--- src/rtl/pre_add_mult_stage_if.sv ---
// Operand, enable and result bundle for the pre-adder/multiplier front end.
// The master drives operands and enables; the slave (datapath) returns stage values.
interface pre_add_mult_stage_if;
  logic                ce_a;
  logic                ce_b;
  logic                ce_d;
  logic                ce_m;
  logic                ce_opmode;
  logic signed [17:0]  a;
  logic signed [17:0]  b;
  logic signed [17:0]  bcin;
  logic signed [17:0]  d;
  logic        [1:0]   opmode_pre;
  logic signed [17:0]  bcout;
  logic signed [17:0]  a1_q;
  logic signed [17:0]  b1_q;
  logic signed [17:0]  d_q;
  logic signed [35:0]  m;

  modport master (
    output ce_a, ce_b, ce_d, ce_m, ce_opmode, a, b, bcin, d, opmode_pre,
    input  bcout, a1_q, b1_q, d_q, m
  );

  modport slave (
    input  ce_a, ce_b, ce_d, ce_m, ce_opmode, a, b, bcin, d, opmode_pre,
    output bcout, a1_q, b1_q, d_q, m
  );
endinterface

--- src/rtl/pre_add_mult_stage.sv ---
// DSP48A1-style front half: input registers, D/B pre-adder, 18x18 signed multiply, M register.
// Every stage can be bypassed by parameter; a bypassed stage's register is simply not selected.
module pre_add_mult_stage #(
  parameter int    A0REG     = 0,
  parameter int    A1REG     = 1,
  parameter int    B0REG     = 0,
  parameter int    B1REG     = 1,
  parameter int    DREG      = 1,
  parameter int    MREG      = 1,
  parameter int    OPMODEREG = 1,
  parameter string B_INPUT   = "DIRECT"
) (
  input logic                 clk,
  input logic                 rst,
  pre_add_mult_stage_if.slave bus
);

  localparam bit CASCADE = (B_INPUT == "CASCADE");

  // Pre-adder wraps modulo 2^18; carry and borrow are dropped on purpose.
  function automatic logic signed [17:0] pre_add(input logic signed [17:0] dv,
                                                 input logic signed [17:0] bv,
                                                 input logic        [1:0]  op);
    if (!op[0]) return bv;
    return op[1] ? (dv - bv) : (dv + bv);
  endfunction

  logic signed [17:0] b_sel;
  logic signed [17:0] a_p0, b_p0, d_p0;
  logic        [1:0]  op_p0;
  logic signed [17:0] a_p1, b_p1;
  logic signed [35:0] m_p2;

  logic signed [17:0] a0, b0, dq, pre, a1, b1;
  logic        [1:0]  op;
  logic signed [35:0] prod;

  assign b_sel = CASCADE ? bus.bcin : bus.b;

  // Stage 0: input registers (A0, B0, D, opmode)
  assign a0 = (A0REG     != 0) ? a_p0  : bus.a;
  assign b0 = (B0REG     != 0) ? b_p0  : b_sel;
  assign dq = (DREG      != 0) ? d_p0  : bus.d;
  assign op = (OPMODEREG != 0) ? op_p0 : bus.opmode_pre;

  assign pre = pre_add(dq, b0, op);

  // Stage 1: A1 and pre-adder output registers
  assign a1 = (A1REG != 0) ? a_p1 : a0;
  assign b1 = (B1REG != 0) ? b_p1 : pre;

  assign prod = a1 * b1;

  // Stage 2: product register
  assign bus.m = (MREG != 0) ? m_p2 : prod;

  assign bus.bcout = b1;
  assign bus.b1_q  = b1;
  assign bus.a1_q  = a1;
  assign bus.d_q   = dq;

  always_ff @(posedge clk) begin
    if (rst) begin
      a_p0  <= '0;
      b_p0  <= '0;
      d_p0  <= '0;
      op_p0 <= '0;
      a_p1  <= '0;
      b_p1  <= '0;
      m_p2  <= '0;
    end else begin
      if (bus.ce_a) begin
        a_p0 <= bus.a;
        a_p1 <= a0;
      end
      if (bus.ce_b) begin
        b_p0 <= b_sel;
        b_p1 <= pre;
      end
      if (bus.ce_d)      d_p0  <= bus.d;
      if (bus.ce_opmode) op_p0 <= bus.opmode_pre;
      if (bus.ce_m)      m_p2  <= prod;
    end
  end

endmodule

--- src/flat_wrapper.sv ---
// flat-port wrapper written by rule: the top's interface ports become plain ports
module pre_add_mult_stage_flat 
#(
  parameter int    A0REG     = 0,
  parameter int    A1REG     = 1,
  parameter int    B0REG     = 0,
  parameter int    B1REG     = 1,
  parameter int    DREG      = 1,
  parameter int    MREG      = 1,
  parameter int    OPMODEREG = 1,
  parameter string B_INPUT   = "      "
)
  (clk, rst, bus_ce_a, bus_ce_b, bus_ce_d, bus_ce_m, bus_ce_opmode, bus_a, bus_b, bus_bcin, bus_d, bus_opmode_pre, bus_bcout, bus_a1_q, bus_b1_q, bus_d_q, bus_m);
  pre_add_mult_stage_if bus_i ();
  input logic clk;
  input logic rst;
  input wire logic [$bits(bus_i.ce_a)-1:0] bus_ce_a;
  input wire logic [$bits(bus_i.ce_b)-1:0] bus_ce_b;
  input wire logic [$bits(bus_i.ce_d)-1:0] bus_ce_d;
  input wire logic [$bits(bus_i.ce_m)-1:0] bus_ce_m;
  input wire logic [$bits(bus_i.ce_opmode)-1:0] bus_ce_opmode;
  input wire logic [$bits(bus_i.a)-1:0] bus_a;
  input wire logic [$bits(bus_i.b)-1:0] bus_b;
  input wire logic [$bits(bus_i.bcin)-1:0] bus_bcin;
  input wire logic [$bits(bus_i.d)-1:0] bus_d;
  input wire logic [$bits(bus_i.opmode_pre)-1:0] bus_opmode_pre;
  output wire logic [$bits(bus_i.bcout)-1:0] bus_bcout;
  output wire logic [$bits(bus_i.a1_q)-1:0] bus_a1_q;
  output wire logic [$bits(bus_i.b1_q)-1:0] bus_b1_q;
  output wire logic [$bits(bus_i.d_q)-1:0] bus_d_q;
  output wire logic [$bits(bus_i.m)-1:0] bus_m;
  assign bus_i.ce_a = bus_ce_a;
  assign bus_i.ce_b = bus_ce_b;
  assign bus_i.ce_d = bus_ce_d;
  assign bus_i.ce_m = bus_ce_m;
  assign bus_i.ce_opmode = bus_ce_opmode;
  assign bus_i.a = bus_a;
  assign bus_i.b = bus_b;
  assign bus_i.bcin = bus_bcin;
  assign bus_i.d = bus_d;
  assign bus_i.opmode_pre = bus_opmode_pre;
  assign bus_bcout = bus_i.bcout;
  assign bus_a1_q = bus_i.a1_q;
  assign bus_b1_q = bus_i.b1_q;
  assign bus_d_q = bus_i.d_q;
  assign bus_m = bus_i.m;
  pre_add_mult_stage #(.A0REG(A0REG), .A1REG(A1REG), .B0REG(B0REG), .B1REG(B1REG), .DREG(DREG), .MREG(MREG), .OPMODEREG(OPMODEREG), .B_INPUT(B_INPUT)) u_core (.clk(clk), .rst(rst), .bus(bus_i));
endmodule
--- config.mk ---
export PLATFORM = sky130hd
export DESIGN_NAME = pre_add_mult_stage_flat
export DESIGN_NICKNAME = d
export VERILOG_FILES = /design/src/rtl/pre_add_mult_stage_if.sv /design/src/rtl/pre_add_mult_stage.sv /design/src/flat_wrapper.sv
export SDC_FILE = /design/constraint.sdc
export NUM_CORES = 1
export LEC_CHECK = 0
export CORE_MARGIN = 10
export CORE_UTILIZATION = 30
export CTS_CLUSTER_SIZE = 24
export DETAILED_ROUTE_END_ITERATION = 8
export SYNTH_ARGS = -nofsm -noshare
export SYNTH_HDL_FRONTEND = slang
export SYNTH_SLANG_ARGS = --single-unit
export TNS_END_PERCENT = 50
--- constraint.sdc ---
create_clock -name clk -period 8.5 [get_ports clk]
set_input_delay 1.7 -clock clk [delete_from_list [all_inputs] [get_ports clk]]
set_output_delay 1.7 -clock clk [all_outputs]
set_load 0.02 [all_outputs]
==> metrics.md <==
| Metric | Value |
|---|---|
| Fraction of layout cells with a size suffix above 1 | `0.0289` |
| Area growth syn-to-layout | `15.8%` |
| Drt pass-1 iters | `5` |
| Critical Path End Type | `register` |
| Vias per inst | `4.69` |
| RSZ-0062 raised after global routing | `no` |
| Yosys warning count | `0` |
| DPL Wire Length | `37800 microns` |
| CP startpoint kind | `register` |
| Comb power frac | `0.620` |
| Mapped Cells | `1902` |
| Reg power frac | `0.220` |
| Port Buffers | `170` |
| Worst slack, placed | `1.54 ns` |
| Most frequent cells in the layout | `inv_1, fa_1, nand2_1` |
| Site Rows | `87` |
| Synth Register Bits | `92` |
| Grt ovf | `0` |
| Final Cycle Share | `0.824` |
| Setup CP Type | `reg2reg` |
| Die area | `0.0663 sq mm` |
| Gr usage total | `0.147` |
| Setup Skew | `0.0139 ns` |
| Post-synth cell types | `68` |
| Achievable Freq | `0.143 GHz` |
| Adder-cell share of the synthesized area | `0.472` |
| Clk sinks | `92` |
| Multi-input logic area | `0.0131 sq mm` |
| Total CTS buffers | `9` |
| Setup repair bufs after CTS | `0` |
| PnR worst setup slack | `1.50 ns` |
| Residual DRC | `0` |
| Worst-Skew Late Latency | `0.38 ns` |
| Largest family of logic cells by synthesized area | `adder cells` |
| Hold Buf Count CTS | `0` |
| WL/cell | `17.2 microns` |
| Final TNS setup | `0 ns` |
| Post-route non-filler standard cell count | `2763` |
| Sw frac | `0.465` |
| Synthesized area | `0.0169 sq mm` |
| Starting Density | `0.301` |
| Clock tree buffer depth | `2` |
| Pin count of the biggest net entering global routing | `66` |
| Power density over cell area | `142 mW/mm^2` |
| Net Switching | `1.30 mW` |
| HP Class | `reg2reg` |
| Die Y | `258 microns` |
| Post-Synth Simple-Gate Area | `0.162` |
| Slew HR | `0.214` |
| Max-slew violation count | `0` |
| Hold Vio Cnt, Final | `0` |
| # fillers | `5853` |
| Core area | `0.0562 sq mm` |
| Final number of setup-violating endpoints | `0` |
| CTS tree | `yes` |
| Post-synthesis compound-gate area fraction | `0.0692` |
| Internal power | `1.49 mW` |
| Post-synth ARST share | `0` |
| Most common flop cell mapped by yosys | `dfxtp_1` |
| Crit path DAT | `7.27 ns` |
| Post-synth EDFFs | `0` |
| GP Congestion | `0.858` |
| Placed Cells incl. Taps | `2746` |
| Vias in the first global route | `14400` |
| Mux cell area share after synthesis | `0.0420` |
| Clk slew on worst S/H paths | `0.08 ns` |
| Data required, critical path | `8.77 ns` |
| Detail Route Antenna Nets | `0` |
| DR vias | `13000` |
| 1st-iter DRT viols | `619` |
| Peak supply drop | `0.123 mV` |
| Final Critical Period | `7.00 ns` |
| Most common cell after layout, fill and taps aside | `inv_1` |
| Status | `completed` |
| Register area | `0.00184 sq mm` |
| Clock power share | `0.160` |
| Htree depth | `3` |
| WL final | `47500 microns` |
| Die W | `258 microns` |
| Post_cts resized | `0` |
| Net Count, Synth | `2424` |
| Critical path peak fanout | `21` |
| Clk root buf | `clkbuf_16` |
| IO Pins | `189` |
| Least-Margin Pin Slew | `1.18 ns` |
| Post-Synth XOR/XNOR Area | `0.0273` |
| Initial antenna violation count | `0` |
| Nets | `2523` |
| Mean area per synthesized cell | `8.90 sq um` |
| Max_cap viols | `0` |
| Global-route wire length before repair | `78000 microns` |
| Static Leak | `9.28 nW` |
| Sequential share of the synthesized area | `0.109` |
==> metrics by stage <==
stage	hold slack [ns]	cell area [sq um]	total power, mW	util
detailed placement	0.460	19300	2.35	0.343
floorplan	0.541	16900	1.79	-
global placement	0.454	19300	2.32	0.343
global route	0.497	19600	3.06	0.349
CTS	0.474	19600	2.82	0.349
finish	0.475	19600	2.79	0.349
==> flip-flops by register name, summed over array words and instances, names as in the netlist <==
name	cells
u_core.bus.b1_q	18
u_core.bus.m	36
u_core.bus.a1_q	18
u_core.bus.d_q	18
u_core.op	2
==> critical path: stages (launching register included) <==
cell and delay, ns:
dfxtp_1 1.10, nand2_1 0.17, fa_1 0.51, fa_1 0.51, fa_1 0.54, inv_1 0.07
fa_1 0.50, fa_1 0.49, inv_1 0.05, fa_1 0.47, inv_1 0.04, ha_1 0.38
nand2_1 0.08, o21ai_0 0.34, a31oi_1 0.22, a21oi_2 0.37, a311oi_2 0.21, o21a_1 0.24
or2_2 0.29, o311ai_0 0.29
==> cell families after synthesis <==
group,count (synthesis)
AO/OA/AOI/OAI,174
XOR/XNOR,52
adder cells (fa/ha/maj),441
multiplexers,71
flip-flops,92
AND/OR/NAND/NOR,556
buffers and inverters,516
==> path summary, 6_finish.rpt <==
check                                       start                            end  slack (ns)  cells after the start
hold reg to reg     u_core.bus.m[28]$_SDFFE_PP0P_  u_core.bus.m[28]$_SDFFE_PP0P_        0.48                      2
setup / recovery  u_core.bus.b1_q[5]$_SDFFE_PP0P_  u_core.bus.m[33]$_SDFFE_PP0P_        1.50                     19
hold / removal      u_core.bus.m[28]$_SDFFE_PP0P_  u_core.bus.m[28]$_SDFFE_PP0P_        0.48                      2
setup reg to reg  u_core.bus.b1_q[5]$_SDFFE_PP0P_  u_core.bus.m[33]$_SDFFE_PP0P_        1.50                     19
==> cell type report <==
type / count / area share
Multi-Input combinational cell: 1294 / 0.667
Clock inverter: 5 / 0.00338
Sequential cell: 92 / 0.0939
Tap cell: 756 / 0.0483
Clock buffer: 11 / 0.0124
Timing Repair Buffer: 196 / 0.0964
Antenna cell: 1 / 0.000128
Inverter: 408 / 0.0781
==> Yosys cell counts, drive strengths merged (12+ instances only) <==
master  number  area share
inv        407       0.090
fa         330        0.39
nand2      176       0.039
and2       164       0.061
nor2       123       0.027
ha         111       0.082
dfxtp       92        0.11
clkbuf      81       0.018
mux2i       71       0.042
a21oi       51       0.015
xnor2       49       0.026
o21ai       29      0.0086
buf         27       0.010
nor3        26      0.0077
a211oi      15      0.0074
a21o        14      0.0062
nand2b      12      0.0044
==> power groups by stage <==
stage / combinational [mW] / clock, mW / sequential, mW
6_report: 1.73 / 0.447 / 0.614
5_1_grt: 1.96 / 0.475 / 0.624
4_1_cts: 1.74 / 0.463 / 0.614
3_5_place_dp: 1.73 / 0 / 0.622
3_3_place_gp: 1.70 / 0 / 0.621
2_1_floorplan: 1.16 / 0 / 0.632
==> per-layer routing <==
metal | vias up | global-route usage | share of wire
met5 | - | 0 | 0
met4 | 0 | 0.0258 | 0.012
met3 | 42 | 0.0316 | 0.066
met2 | 368 | 0.259 | 0.49
met1 | 6588 | 0.183 | 0.43
li1 | 5953 | - | -
No activity file was read; power rests on OpenSTA's default activity.
